--- src/rtl/mdr_result_stage.sv ---
// ---------------------------------------------------------------------------
// mdr_result_stage
// Result stage of the multiply/divide/root datapath. It captures the raw core
// result on i_flag, formats it by operation mode (MUL range check with optional
// saturation, DIV divide-by-zero marking, SQRT pass-through) and queues it in a
// small FIFO. The FIFO head is held in registers and offered with valid/ack.
//
// Ports
//   clk, rst       clock (rising edge), asynchronous active-high reset
//   i_flag         one-cycle strobe: core result valid
//   i_mode         00 MUL, 01 DIV, 10 SQRT, 11 reserved (sampled with i_flag)
//   i_data         signed raw result, 2*DW+1 bits, bit 0 is a discarded guard
//   i_div_zero     DIV divisor was zero (sampled with i_flag)
//   i_ack          consumer accepts the head entry
//   o_ready        head entry valid
//   o_data/o_rem   primary / secondary result of the head entry
//   o_ovf/o_dbz    MUL overflow / DIV by zero of the head entry
//   o_full         FIFO holds DEPTH entries; core must stall
//   o_count        exact occupancy
//   o_err          sticky: a result was dropped or a reserved mode arrived
// ---------------------------------------------------------------------------
module mdr_result_stage #(
    parameter int unsigned DW     = 32,
    parameter int unsigned DEPTH  = 2,
    parameter bit          SAT_EN = 1'b1
) (
    input  logic                         clk,
    input  logic                         rst,
    input  logic                         i_flag,
    input  logic [1:0]                   i_mode,
    input  logic [2*DW:0]                i_data,
    input  logic                         i_div_zero,
    input  logic                         i_ack,
    output logic                         o_ready,
    output logic [DW-1:0]                o_data,
    output logic [DW-1:0]                o_rem,
    output logic                         o_ovf,
    output logic                         o_dbz,
    output logic                         o_full,
    output logic [$clog2(DEPTH+1)-1:0]   o_count,
    output logic                         o_err
);

    localparam int unsigned CW = $clog2(DEPTH + 1);
    localparam int unsigned PW = $clog2(DEPTH);

    localparam logic [1:0] MODE_MUL  = 2'b00;
    localparam logic [1:0] MODE_DIV  = 2'b01;
    localparam logic [1:0] MODE_SQRT = 2'b10;
    localparam logic [1:0] MODE_RSVD = 2'b11;

    typedef struct packed {
        logic [DW-1:0] data;
        logic [DW-1:0] rem;
        logic          ovf;
        logic          dbz;
    } entry_t;

    entry_t          r_mem [DEPTH];
    logic [PW-1:0]   r_rd_ptr;
    logic [PW-1:0]   r_wr_ptr;
    logic [CW-1:0]   r_count;
    entry_t          r_head;
    logic            r_ready;
    logic            r_full;
    logic            r_err;

    logic [2*DW-1:0] w_p;
    logic [DW:0]     w_hi_bits;
    logic            w_mul_ovf;
    entry_t          w_fmt;
    logic            w_pop;
    logic            w_push;
    logic            w_drop;
    logic [CW-1:0]   w_count_next;
    logic            w_head_load;
    entry_t          w_head_next;
    logic [PW-1:0]   w_rd_ptr_inc;

    // Result formatting by mode; P drops the Booth guard bit
    always_comb begin
        w_p       = i_data[2*DW:1];
        w_hi_bits = w_p[2*DW-1:DW-1];
        // Product fits DW signed bits only if the top DW+1 bits are a sign run
        w_mul_ovf = !((&w_hi_bits) || !(|w_hi_bits));
        w_fmt      = '0;
        w_fmt.data = w_p[DW-1:0];
        w_fmt.rem  = w_p[2*DW-1:DW];
        case (i_mode)
            MODE_MUL: begin
                w_fmt.ovf = w_mul_ovf;
                if (w_mul_ovf && SAT_EN) begin
                    w_fmt.data = w_p[2*DW-1] ? {1'b1, {(DW-1){1'b0}}}
                                             : {1'b0, {(DW-1){1'b1}}};
                end
            end
            MODE_DIV: begin
                if (i_div_zero) begin
                    w_fmt.dbz  = 1'b1;
                    w_fmt.data = '1;
                end
            end
            MODE_SQRT: begin
                w_fmt.data = w_p[DW-1:0];
            end
            default: begin
                w_fmt = '0;
            end
        endcase
    end

    // Push/pop decision and next head selection
    always_comb begin
        w_pop        = r_ready && i_ack;
        w_push       = i_flag && (i_mode != MODE_RSVD) &&
                       ((r_count < CW'(DEPTH)) || w_pop);
        w_drop       = i_flag && !w_push;
        w_count_next = CW'(r_count + CW'(w_push) - CW'(w_pop));
        w_rd_ptr_inc = PW'(r_rd_ptr + 1'b1);
        w_head_load  = 1'b0;
        w_head_next  = r_head;
        if (w_pop) begin
            // Second entry (already in storage) or the incoming one becomes head
            if (r_count >= CW'(2)) begin
                w_head_load = 1'b1;
                w_head_next = r_mem[w_rd_ptr_inc];
            end else if (w_push) begin
                w_head_load = 1'b1;
                w_head_next = w_fmt;
            end
        end else if ((r_count == '0) && w_push) begin
            w_head_load = 1'b1;
            w_head_next = w_fmt;
        end
    end

    // FIFO storage; contents are don't-care until written
    always_ff @(posedge clk) begin
        if (w_push) begin
            r_mem[r_wr_ptr] <= w_fmt;
        end
    end

    // Pointers, occupancy, status and registered head
    always_ff @(posedge clk or posedge rst) begin
        if (rst) begin
            r_rd_ptr <= '0;
            r_wr_ptr <= '0;
            r_count  <= '0;
            r_head   <= '0;
            r_ready  <= 1'b0;
            r_full   <= 1'b0;
            r_err    <= 1'b0;
        end else begin
            if (w_push) begin
                r_wr_ptr <= PW'(r_wr_ptr + 1'b1);
            end
            if (w_pop) begin
                r_rd_ptr <= w_rd_ptr_inc;
            end
            if (w_head_load) begin
                r_head <= w_head_next;
            end
            r_count <= w_count_next;
            r_ready <= (w_count_next != '0);
            r_full  <= (w_count_next == CW'(DEPTH));
            r_err   <= r_err || w_drop;
        end
    end

    assign o_ready = r_ready;
    assign o_data  = r_head.data;
    assign o_rem   = r_head.rem;
    assign o_ovf   = r_head.ovf;
    assign o_dbz   = r_head.dbz;
    assign o_full  = r_full;
    assign o_count = r_count;
    assign o_err   = r_err;

endmodule

--- config.mk ---
export PLATFORM = sky130hd
export DESIGN_NAME = mdr_result_stage
export DESIGN_NICKNAME = d
export VERILOG_FILES = /design/src/rtl/mdr_result_stage.sv
export SDC_FILE = /design/constraint.sdc
export NUM_CORES = 1
export LEC_CHECK = 0
export ABC_AREA = 1
export CORE_ASPECT_RATIO = 0.75
export CORE_MARGIN = 4
export CORE_UTILIZATION = 45
export CTS_BUF_LIST = sky130_fd_sc_hd__clkbuf_8 sky130_fd_sc_hd__clkbuf_16
export DETAILED_ROUTE_END_ITERATION = 8
export GPL_ROUTABILITY_DRIVEN = 0
export PLACE_DENSITY = 0.72
export SYNTH_ARGS = -nofsm -noshare
export SYNTH_HDL_FRONTEND = slang
export SYNTH_SLANG_ARGS = --single-unit
--- constraint.sdc ---
create_clock -name clk -period 3.77 [get_ports clk]
set_input_delay 0.5655 -clock clk [delete_from_list [all_inputs] [get_ports clk]]
set_output_delay 0.5655 -clock clk [all_outputs]
set_load 0.05 [all_outputs]
* After elaboration in Yosys (flattened, before gate mapping)
Memory sizes are Yosys's and may differ from the RTL's. Index checks and enable logic that the tools add are counted.
Word-level totals: memory bits (read-only) 0, latch bits 0, logic and storage cells 58, bits in registers 73, memories 1, output and inout bits 71, RAM bits 132
Operators by class: order comparisons 2, divide/modulo/power cells 0, reductions and logical operators 19, multiplexer cells 17, add/sub/neg operators 4, equal/unequal tests 5, shift operators 0, bitwise logic cells 0, $mul 0
Memories:
- r_mem | words 2, bits a word 66, read ports 1, clocked after Yosys merged registers in 0, write ports 1, line 59 | entry_t r_mem [DEPTH];
Operator list (count):
- $mux W66 | 4
- $mux W32 | 4
- $pmux W32 S3 | 1
- $reduce_and A33 Y1 | 1
- $reduce_or A33 Y1 | 1
- $mux W1 | 8
- $logic_and A1 B1 Y1 | 5
- $eq A2 B2 Y1 const B | 2
- $logic_not A2 Y1 | 2
- $reduce_bool A2 Y1 | 2
- $logic_not A1 Y1 | 3
- $logic_or A1 B1 Y1 | 3
- $ne A3 B1 Y1 const B | 1
- $reduce_and A3 Y1 | 1
- $reduce_or A3 Y1 | 1
- $add A1 B1 Y1 const B | 2
- $add A2 B1 Y2 | 1
- $eq A2 B1 Y1 const B | 1
- $ge A2 B2 Y1 const B | 1
- $lt A2 B2 Y1 const B | 1
- $ne A2 B2 Y1 const B | 1
- $sub A2 B1 Y2 | 1

* Longest topological paths before layout
Gate-level depths: netlist of the first run.
word-level depth 8, gate-level depth with buffers 13, gate-level depth less buffers 12

* Worst setup path before layout of the first run
OpenSTA, ideal clock, no wires.
kind reg2reg, start register r_ready (netlist: o_ready), end memory r_mem[1][0] in the netlist's numbering, enable pin, path slack -0.604 ns, required time 3.278 ns, cell stages (with the launch flop) 5, arrival time 3.882 ns, library setup time 0.492 ns, buffers on the path 0, cell sequence dfrtp_1 nand2_1 a21oi_1 nand2_1 nor2_1
On the way: longest elaborated chain between the ends 5
RTL lines:
- from (decl) | line 64 | logic r_ready;
- from (signal assigned) | line 165 | r_ready <= (w_count_next != '0);
- $logic_and A1 B1 Y1 | line 114 | w_pop = r_ready && i_ack;
- $logic_or A1 B1 Y1 | line 116 | ((r_count < CW'(DEPTH)) || w_pop);
- $logic_and A1 B1 Y1 | line 115 | w_push = i_flag && (i_mode != MODE_RSVD) &&
- $mux W1 | line 139 | if (w_push) begin
- $mux W1 (implied by the code) | line 140 | r_mem[r_wr_ptr] <= w_fmt;
- to (decl) | line 59
Every way passes these cells.

* Worst setup path after layout of the first run
start input i_mode[1], end register r_head, in the netlist o_data[12]
On the way: longest elaborated chain between the ends 7, elaborated cells between the ends (all ways) 19, those cells by class 4 x eq/ne; 9 x mux; 6 x reduce/logical
RTL lines:
- from (decl) | line 30 | input logic [1:0] i_mode,
- $ne A2 B2 Y1 | line 115
- $logic_and A1 B1 Y1 (2 in a row) | line 115
- $mux W1 or $logic_and A1 B1 Y1 (tied branches) | line 127, 131
- $mux W1 (on tied branches) | line 124, 131
- $mux W1 | line 122 | if (w_pop) begin
- $reduce_and A3 Y1 (no line)
- to (signal assigned) | line 162 | r_head <= w_head_next;
- to (decl) | line 63 | entry_t r_head;
Parallel ways exist; a longest one is shown, timed or not. The select of a mux whose other input is x is not followed. A chain may end at the register's enable or synchronous reset.

==> flow_summary.yaml, run 1 <==
run_status:
  status: "finished, final reports clean"
worst_setup_path:
  cp.arrival_ps: 3090
  cp_common_cell: "nand2_1"
  path_class: "in2reg"
  cp_max_fo: 48
  cp-end-kind: "register"
  required_ps: 4150
  slowest_stage: "clkdlybuf4s50_1"
  slowest_delay_ps: 570
  critPathTopFamily: "buffers and inverters"
  cp-start-kind: "input pin"
  critical_path_buf_inv_count: 3
  worstPathCellList: "clkdlybuf4s50_1 -> nand2_1 -> nand2_1 -> ha_1 -> nand2_1 -> o21ai_0 -> a21oi_2 -> inv_4 -> buf_12 -> a31oi_1 -> nand2_1 -> nand2_1"
power:
  power_mw: 9.247
  p_per_area_nw_per_um2: 784.8
  p_leak_nw: 5.031
  vdd_drop_max_v: 0.0004806
drt:
  dr.pass1.iters: 7
  drt-total-wl_um: 23270
  vias_per_cell: 5.145
  final_antenna_net_count: 0
  wl_per_cell_um: 16.10
  route.detailed.drc: 0
  drt-initial-drc-count: 564
  vias: 7434
synth:
  synth-xor-area-share: 0.002780
  synthAdderAreaFrac: 0.002648
  synthCells: 1028
  synth-simple-area-share: 0.2304
  ys_types: 25
  syn_avg_cell_area_um2: 9.193
  synth_ff_type: "edfxtp_1"
  muxShareOfSynthArea: 0
  yosysMostFrequentCell: "nand2_1"
  yosysWarnings: 0
  syn-cell-area_um2: 9450
  ys_top_cells_by_count: "nand2_1, edfxtp_1, nand3_1"
  synthDominantCellAreaShare: 0.4194
  synth_top_family_by_area: "simple AND/OR/NAND/NOR gates"
  async_flop_share: 0.3561
  synth_nets: 1102
  synth_seq_cells: 205
  ys_seq_area_frac: 0.6127
  synth_compound_area_frac: 0.08513
  yosys.area.top_type: "edfxtp_1"
  synth_edf_count: 132
  netlist_top_cells_area: "edfxtp_1, dfrtp_1, nand2_1, nand3_1, o21ai_0"
placement:
  dp_hpwl_um: 14380
  dpl_cell_area_um2: 11130
  numPortBuffers: 141
  place_ws_ps: 552.1
timing:
  tightest_slew_ps: 1042
  setup_viol: 0
  slew_headroom: 0.3053
  period_minus_slack_ps: 2717
  post-route-period-util: 0.7208
  maxSlewViolCount: 0
  clock_skew_ps: 11.46
  hold_viol: 0
  fin_ws_ps: 1053
  finalSetupTns_ps: 0
  fmax_mhz: 368.0
  rsz0062_at_grt: "false"
floorplanning:
  io_pins: 143
  start_util: 0.4624
  die_x_um: 175.3
  core_area_um2: 20440
  die_area_um2: 23410
  die_y_um: 133.5
  fp-row-count: 45
clock_tree:
  worst_skew_pair.late_latency_ps: 480
  cts_inserted_buffers: 21
  cts_resized: 0
  clock_sinks: 205
  cts.htree.levels: 1
  cts_buffer_depth: 3
  cts.root.buffer_cell: "clkbuf_16"
  holdBufCountCts: 0
  cts_setup_buffers: 0
  cts_tree: "built"
  clkSlewWorstSetupHoldPaths_ps: 60
cells_and_area:
  antennaDiodeCount: 0
  final_layout_size_suffix_gt1_frac: 0.06363
  design_area_um2: 11780
  syn_to_final_growth_pct: 24.68
  fin_nets: 1223
  final_util: 0.5765
grt:
  grt_remaining_overflow: 0
  antenna_found_initial: 0
  grt_max_degree: 101
  grt_pass1_vias: 7385
  grt_pass1_wl_um: 37450
  grt_use_total: 0.1958
run:
  maxCapViolations: 0
min_path:
  hold_class: "reg2reg"
-- final timing paths --
path / startpoint / to / slack [ps] / cells past startpoint
worst max-delay path: i_mode[1] / o_data[12] / 1050 / 12
max in group asynchronous: rst / o_data[1] / 2550 / 3
worst min-delay path: o_data[16] / o_data[16] / 480 / 2
worst min register to register: o_data[16] / o_data[16] / 480 / 2
worst max register to register: o_ready / o_data[12] / 1190 / 12
min in group asynchronous: rst / o_rem[8] / 560 / 2
-- cell type report --
class	instances	area, µm²
well taps	282	352.8
fillers	1779	8656
repair buffers	157	1594
clock buffers	24	566.8
inverters	86	326.6
flip-flops and latches	205	5792
clock inverters	13	87.58
multi-input cells	678	3063
-- kinds of logic after synthesis --
family | after synthesis
buffers and inverters | 145
DFF | 205
adders and majority gates | 2
AOI/OAI and AO/OA | 151
xor gates and xnor gates | 3
and+or+nand+nor | 522
-- power by group --
group          internal (mW)  switching (mW)  total, mW  leakage [nW]
Combinational           1.20            2.77       3.97          2.54
Sequential              3.05           0.250       3.30          2.14
Clock                   1.14           0.833       1.98         0.350
-- worst register-to-register path, delay by kind of cell, from the launching register on --
| family | cells | cell delay (ps) |
|---|---|---|
| buffers and inverters | 2 | 750 |
| and+or+nand+nor | 5 | 730 |
| DFF | 1 | 390 |
| AOI/OAI and AO/OA | 4 | 350 |
| adders and majority gates | 1 | 250 |
-- registers in the layout (all words and copies together), names as in the netlist --
register	cells
o_dbz	1
r_mem	132
o_ready	1
r_rd_ptr	1
o_rem	32
o_count	2
o_full	1
o_err	1
o_data	32
r_wr_ptr	1
o_ovf	1
-- cells in the final DEF (no fill, tap or decap), types with 3 or more instances in the layout --
cell and instances:
nand3_2 15, nand4_1 4, buf_12 5, clkbuf_8 3
a21oi_1 28, a31oi_1 31, dfrtp_1 72, nor2_4 4
o21ai_1 11, buf_4 11, xor2_1 3, nand2_1 363
clkbuf_16 21, nand3_1 87, inv_1 87, o21ai_0 78
edfxtp_1 132, clkinv_2 5, nor2_1 47, clkdlybuf4s50_1 141
-- metal layers --
metal	vias to the layer above	wire (µm)	share of wire	GRT usage
met1	3534	10920	0.47	0.2781
met5	-	0	0	0
met4	0	268	0.012	0.04187
met2	224	10670	0.46	0.3171
met3	27	1413	0.061	0.03716
li1	3649	-	-	-
-- stage by stage --
step | hold slack [ps] | std cells
after detailed placement | 464.8 | 1408
after global routing | 501.4 | 1445
after floorplan | 505.8 | 1028
after CTS | 481.7 | 1445
after global placement | 462.1 | 1408
final | 477.6 | 1445
No activity file was read; power rests on OpenSTA's default activity.
==> run 2, diff against run 1 <==
==> constraint.sdc (replaced) <==
create_clock -name clk -period 2.4 [get_ports clk]
set_input_delay 0.36 -clock clk [delete_from_list [all_inputs] [get_ports clk]]
set_output_delay 0.36 -clock clk [all_outputs]
set_load 0.05 [all_outputs]
==> run 2 against run 1 <==
Effect of this change:
- cell count is 1.4% higher
- non-clock buffer count is 20 higher
- sequential power rose by 58%
- setup slack worse by 750 ps
- total power up 59%
- clock power up 57%
- utilization up 1.2 points
- routed wire length fell by 0.16%
- global-route usage about the same
==> flow_summary.yaml, run 2 (synthesis results as in run 1) <==
floorplanning:
  start_util: 0.4624
  die_y_um: 133.5
  core_area_um2: 20440
  die_area_um2: 23410
  io_pins: 143
  die_x_um: 175.3
  fp-row-count: 45
drt:
  drt-total-wl_um: 23230
  drt-initial-drc-count: 556
  wl_per_cell_um: 15.86
  final_antenna_net_count: 0
  dr.pass1.iters: 7
  vias_per_cell: 5.118
  vias: 7498
  route.detailed.drc: 0
timing:
  rsz0062_at_grt: "false"
  setup_viol: 0
  period_minus_slack_ps: 2098
  slew_headroom: 0.4651
  maxSlewViolCount: 0
  whs_ps: 284.7
  hold_viol: 0
  fmax_mhz: 476.7
  tightest_slew_ps: 802.3
  post-route-period-util: 0.8740
  clock_skew_ps: 11.47
cells_and_area:
  antennaDiodeCount: 0
  layout_common_cells: "nand2_1, clkdlybuf4s50_1, edfxtp_1, nand3_1, inv_1"
  fin_cells: 1465
  syn_to_final_growth_pct: 27.30
  design_area_um2: 12030
  fin_nets: 1243
  largest_reg_flops: 132
  final_common_cell: "nand2_1"
  final_layout_size_suffix_gt1_frac: 0.08369
  regMostFlops: "r_mem"
worst_setup_path:
  slowest_stage: "clkdlybuf4s50_1"
  cp-start-kind: "register"
  cp.arrival_ps: 1740
  cp-end-kind: "output port"
  slowest_delay_ps: 850
  critPathTopFamily: "buffers and inverters"
  required_ps: 2040
  worstPathCellList: "clkdlybuf4s50_1"
  cp_max_fo: 4
  critical_path_buf_inv_count: 1
  path_class: "reg2out"
clock_tree:
  holdBufCountCts: 0
  clock_sinks: 205
  cts_inserted_buffers: 21
  cts.root.buffer_cell: "clkbuf_16"
  cts_buffer_depth: 3
  worst_skew_pair.late_latency_ps: 490
  cts_setup_buffers: 0
  cts.htree.levels: 1
  cts_resized: 0
  cts_tree: "built"
  clkSlewWorstSetupHoldPaths_ps: 60
grt:
  antenna_found_initial: 0
  grt_max_degree: 78
  grt_pass1_vias: 7214
  grt_use_total: 0.1957
  grt_remaining_overflow: 0
  grt_pass1_wl_um: 37070
placement:
  numPortBuffers: 141
  dpl_cell_area_um2: 11370
  dp_cells: 1428
  dp_hpwl_um: 15020
power:
  vdd_drop_max_v: 0.0007679
  p_per_area_nw_per_um2: 1220
  p_leak_nw: 5.139
run:
  maxCapViolations: 0
run_status:
  status: "finished, final reports clean"
min_path:
  hold_class: "in2async"
run 2: cell count changes in the layout (fill, tap and decap cells not counted), moves of 3 or more:
cell      change
buf_4        +13
inv_1         -4
buf_12        +7
clkinv_4      +3
run 2: final cells by class:
type	instances	area, µm²
fill	1740	8408
sequential	205	5793
multi-input combinational	678	3065
timing repair buffer	177	1832
clock buffer	23	553.0
tap	282	352.8
inverter	86	326.6
clock inverter	14	107.6
run 2: worst paths after layout:
check                              to  slack (ps)        from  cells after the start
hold / removal              o_rem[11]         280         rst                      3
min in group clk                o_err         470      i_flag                      3
setup reg to reg                o_ovf         400     o_ready                     12
hold reg to reg            o_data[17]         470  o_data[17]                      2
setup / recovery           o_count[1]         300  o_count[1]                      1
max in group asynchronous    r_rd_ptr        1760         rst                      3
run 2: where the power goes:
group / internal, mW / switching [mW]
registers: 4.79 / 0.405
logic: 2.00 / 4.37
clock network: 1.78 / 1.34
total: 8.57 / 6.11
run 2: metal layers:
layer	routed length, µm	GRT usage
met5	0	0
met3	1627	0.03972
met1	10620	0.2816
met2	10520	0.3102
met4	460	0.04405
run 2: metrics by stage:
stage	utilization	TNS, ps	power [mW]	setup WS (ps)
floorplan	-	0	9.433	0.3113
global placement	0.5563	0	11.55	6.382
detailed placement	0.5563	-18.56	11.65	-18.56
CTS	0.5886	0	14.79	278.8
global route	0.5886	0	15.49	218.4
finish	0.5886	0	14.68	302.4
==> run 3, diff against run 2 <==
--- a/config.mk
+++ b/config.mk
@@ -6,7 +6,6 @@
 export NUM_CORES = 1
 export LEC_CHECK = 0
 export ABC_AREA = 1
-export CORE_ASPECT_RATIO = 0.75
 export CORE_MARGIN = 4
 export CORE_UTILIZATION = 45
 export CTS_BUF_LIST = sky130_fd_sc_hd__clkbuf_8 sky130_fd_sc_hd__clkbuf_16
==> run 3 against run 2 <==
Effect of this change:
- worst hold slack worse by 26 ps
- first-iteration DRC count grew 7.0%
- non-clock buffer count is 2 lower
- via count about the same
- critical path depth unchanged
- sequential share of layout area is 0.16 points lower
- flip-flop and latch count is the same
- largest cell class unchanged
- global-route usage decreased by 0.36 points
- count of clock-buffer cells in the layout increased by 4
- register-to-register slack gained 80 ps
- clock skew down 4.4 ps
- combinational power about the same
==> flow_summary.yaml, run 3 (synthesis results as in run 1) <==
floorplanning:
  start_util: 0.4626
  fp-row-count: 52
  die_x_um: 152.9
  die_y_um: 152.9
  core_area_um2: 20430
  io_pins: 143
  die_area_um2: 23380
clock_tree:
  cts.htree.levels: 1
  clock_sinks: 205
  holdBufCountCts: 0
  cts.root.buffer_cell: "clkbuf_16"
  cts_inserted_buffers: 22
  clkSlewWorstSetupHoldPaths_ps: 60
  cts_tree: "built"
  worst_skew_pair.late_latency_ps: 490
  cts_setup_buffers: 0
  cts_buffer_depth: 3
  cts_resized: 0
drt:
  vias_per_cell: 5.160
  drt-total-wl_um: 23140
  vias: 7503
  final_antenna_net_count: 0
  drt-initial-drc-count: 595
  dr.pass1.iters: 5
  route.detailed.drc: 0
  wl_per_cell_um: 15.91
run_status:
  status: "finished, final reports clean"
grt:
  grt_pass1_vias: 7290
  grt_use_total: 0.1921
  grt_pass1_wl_um: 37050
  antenna_found_initial: 0
  grt_max_degree: 67
  grt_remaining_overflow: 0
placement:
  dp_cells: 1414
  dp_hpwl_um: 14880
  numPortBuffers: 141
worst_setup_path:
  cp-start-kind: "register"
  critPathTopFamily: "buffers and inverters"
  path_class: "reg2out"
  cp_max_fo: 4
  cp-end-kind: "output port"
  cp.depth: 1
  critical_path_buf_inv_count: 1
  required_ps: 2040
  worstPathCellList: "clkdlybuf4s50_1"
  cp.arrival_ps: 1710
  slowest_stage: "clkdlybuf4s50_1"
  r2r_cells: 11
  slowest_delay_ps: 830
timing:
  finalSetupTns_ps: 0
  hold_viol: 0
  rsz0062_at_grt: "false"
  whs_ps: 258.5
  fmax_mhz: 483.3
  maxSlewViolCount: 0
  tightest_slew_ps: 792.6
  clock_skew_ps: 7.050
  period_minus_slack_ps: 2069
  slew_headroom: 0.4716
  post-route-period-util: 0.8622
  setup_viol: 0
cells_and_area:
  syn_to_final_growth_pct: 27.74
  final_common_cell: "nand2_1"
  final_util: 0.5909
  fill_cells: 1738
  fin_cells: 1454
  layout_common_cells: "nand2_1, clkdlybuf4s50_1, edfxtp_1, inv_1, nand3_1"
  fin_nets: 1242
  largest_reg_flops: 132
  final_layout_size_suffix_gt1_frac: 0.07855
  regMostFlops: "r_mem"
  antennaDiodeCount: 0
power:
  power_mw: 14.74
  p_per_area_nw_per_um2: 1221
  vdd_drop_max_v: 0.0006869
  p_leak_nw: 5.181
run:
  maxCapViolations: 0
min_path:
  hold_class: "in2async"
## run 3: cell types whose count changed in the layout (fill, tap and decap cells not counted), sizes merged
cell      change
inv           +5
bufinv        -1
buf           -2
clkinv        -4
clkbuf        +4
clkinvlp      -1
## run 3: area by class of cell
class                           count  area [µm²]  share of cell area
Multi-Input combinational cell    678        3065              0.2539
Tap cell                          270       337.8             0.02799
Sequential cell                   205        5793              0.4799
Clock inverter                     13       51.30            0.004250
Timing Repair Buffer              175        1867              0.1546
Inverter                           86       326.6             0.02705
Clock buffer                       27       630.6             0.05224
## run 3: routing by layer
metal  up-vias  routed length (µm)  track usage
met4         0                 282      0.04115
met1      3489               10010       0.2575
met3        29                1510      0.02742
li1       3704                   -            -
met2       281               11340       0.3351
met5         -                   0            0
## run 3: path summary, 6_finish.rpt
check | from | to | slack, ps
worst max-delay path | o_count[1] | o_count[1] | 330
max in group asynchronous | rst | o_rem[0] | 1580
worst max register to register | o_count[1] | o_data[2] | 480
min in group clk | i_flag | o_err | 450
worst min-delay path | rst | o_data[25] | 260
worst min register to register | o_data[13] | o_data[13] | 480
## run 3: where the power goes
part           internal, mW  switching (mW)  total [mW]
clock network          1.84            1.30        3.14
registers              4.79           0.418        5.21
logic                  2.04            4.34        6.38
## run 3: metrics by stage
stage	worst slack, ps	area [µm²]
after floorplan	0.3113	9469
after global placement	91.50	11390
after detailed placement	30.01	11390
after CTS	300.3	12070
after global routing	282.1	12070
final	330.7	12070
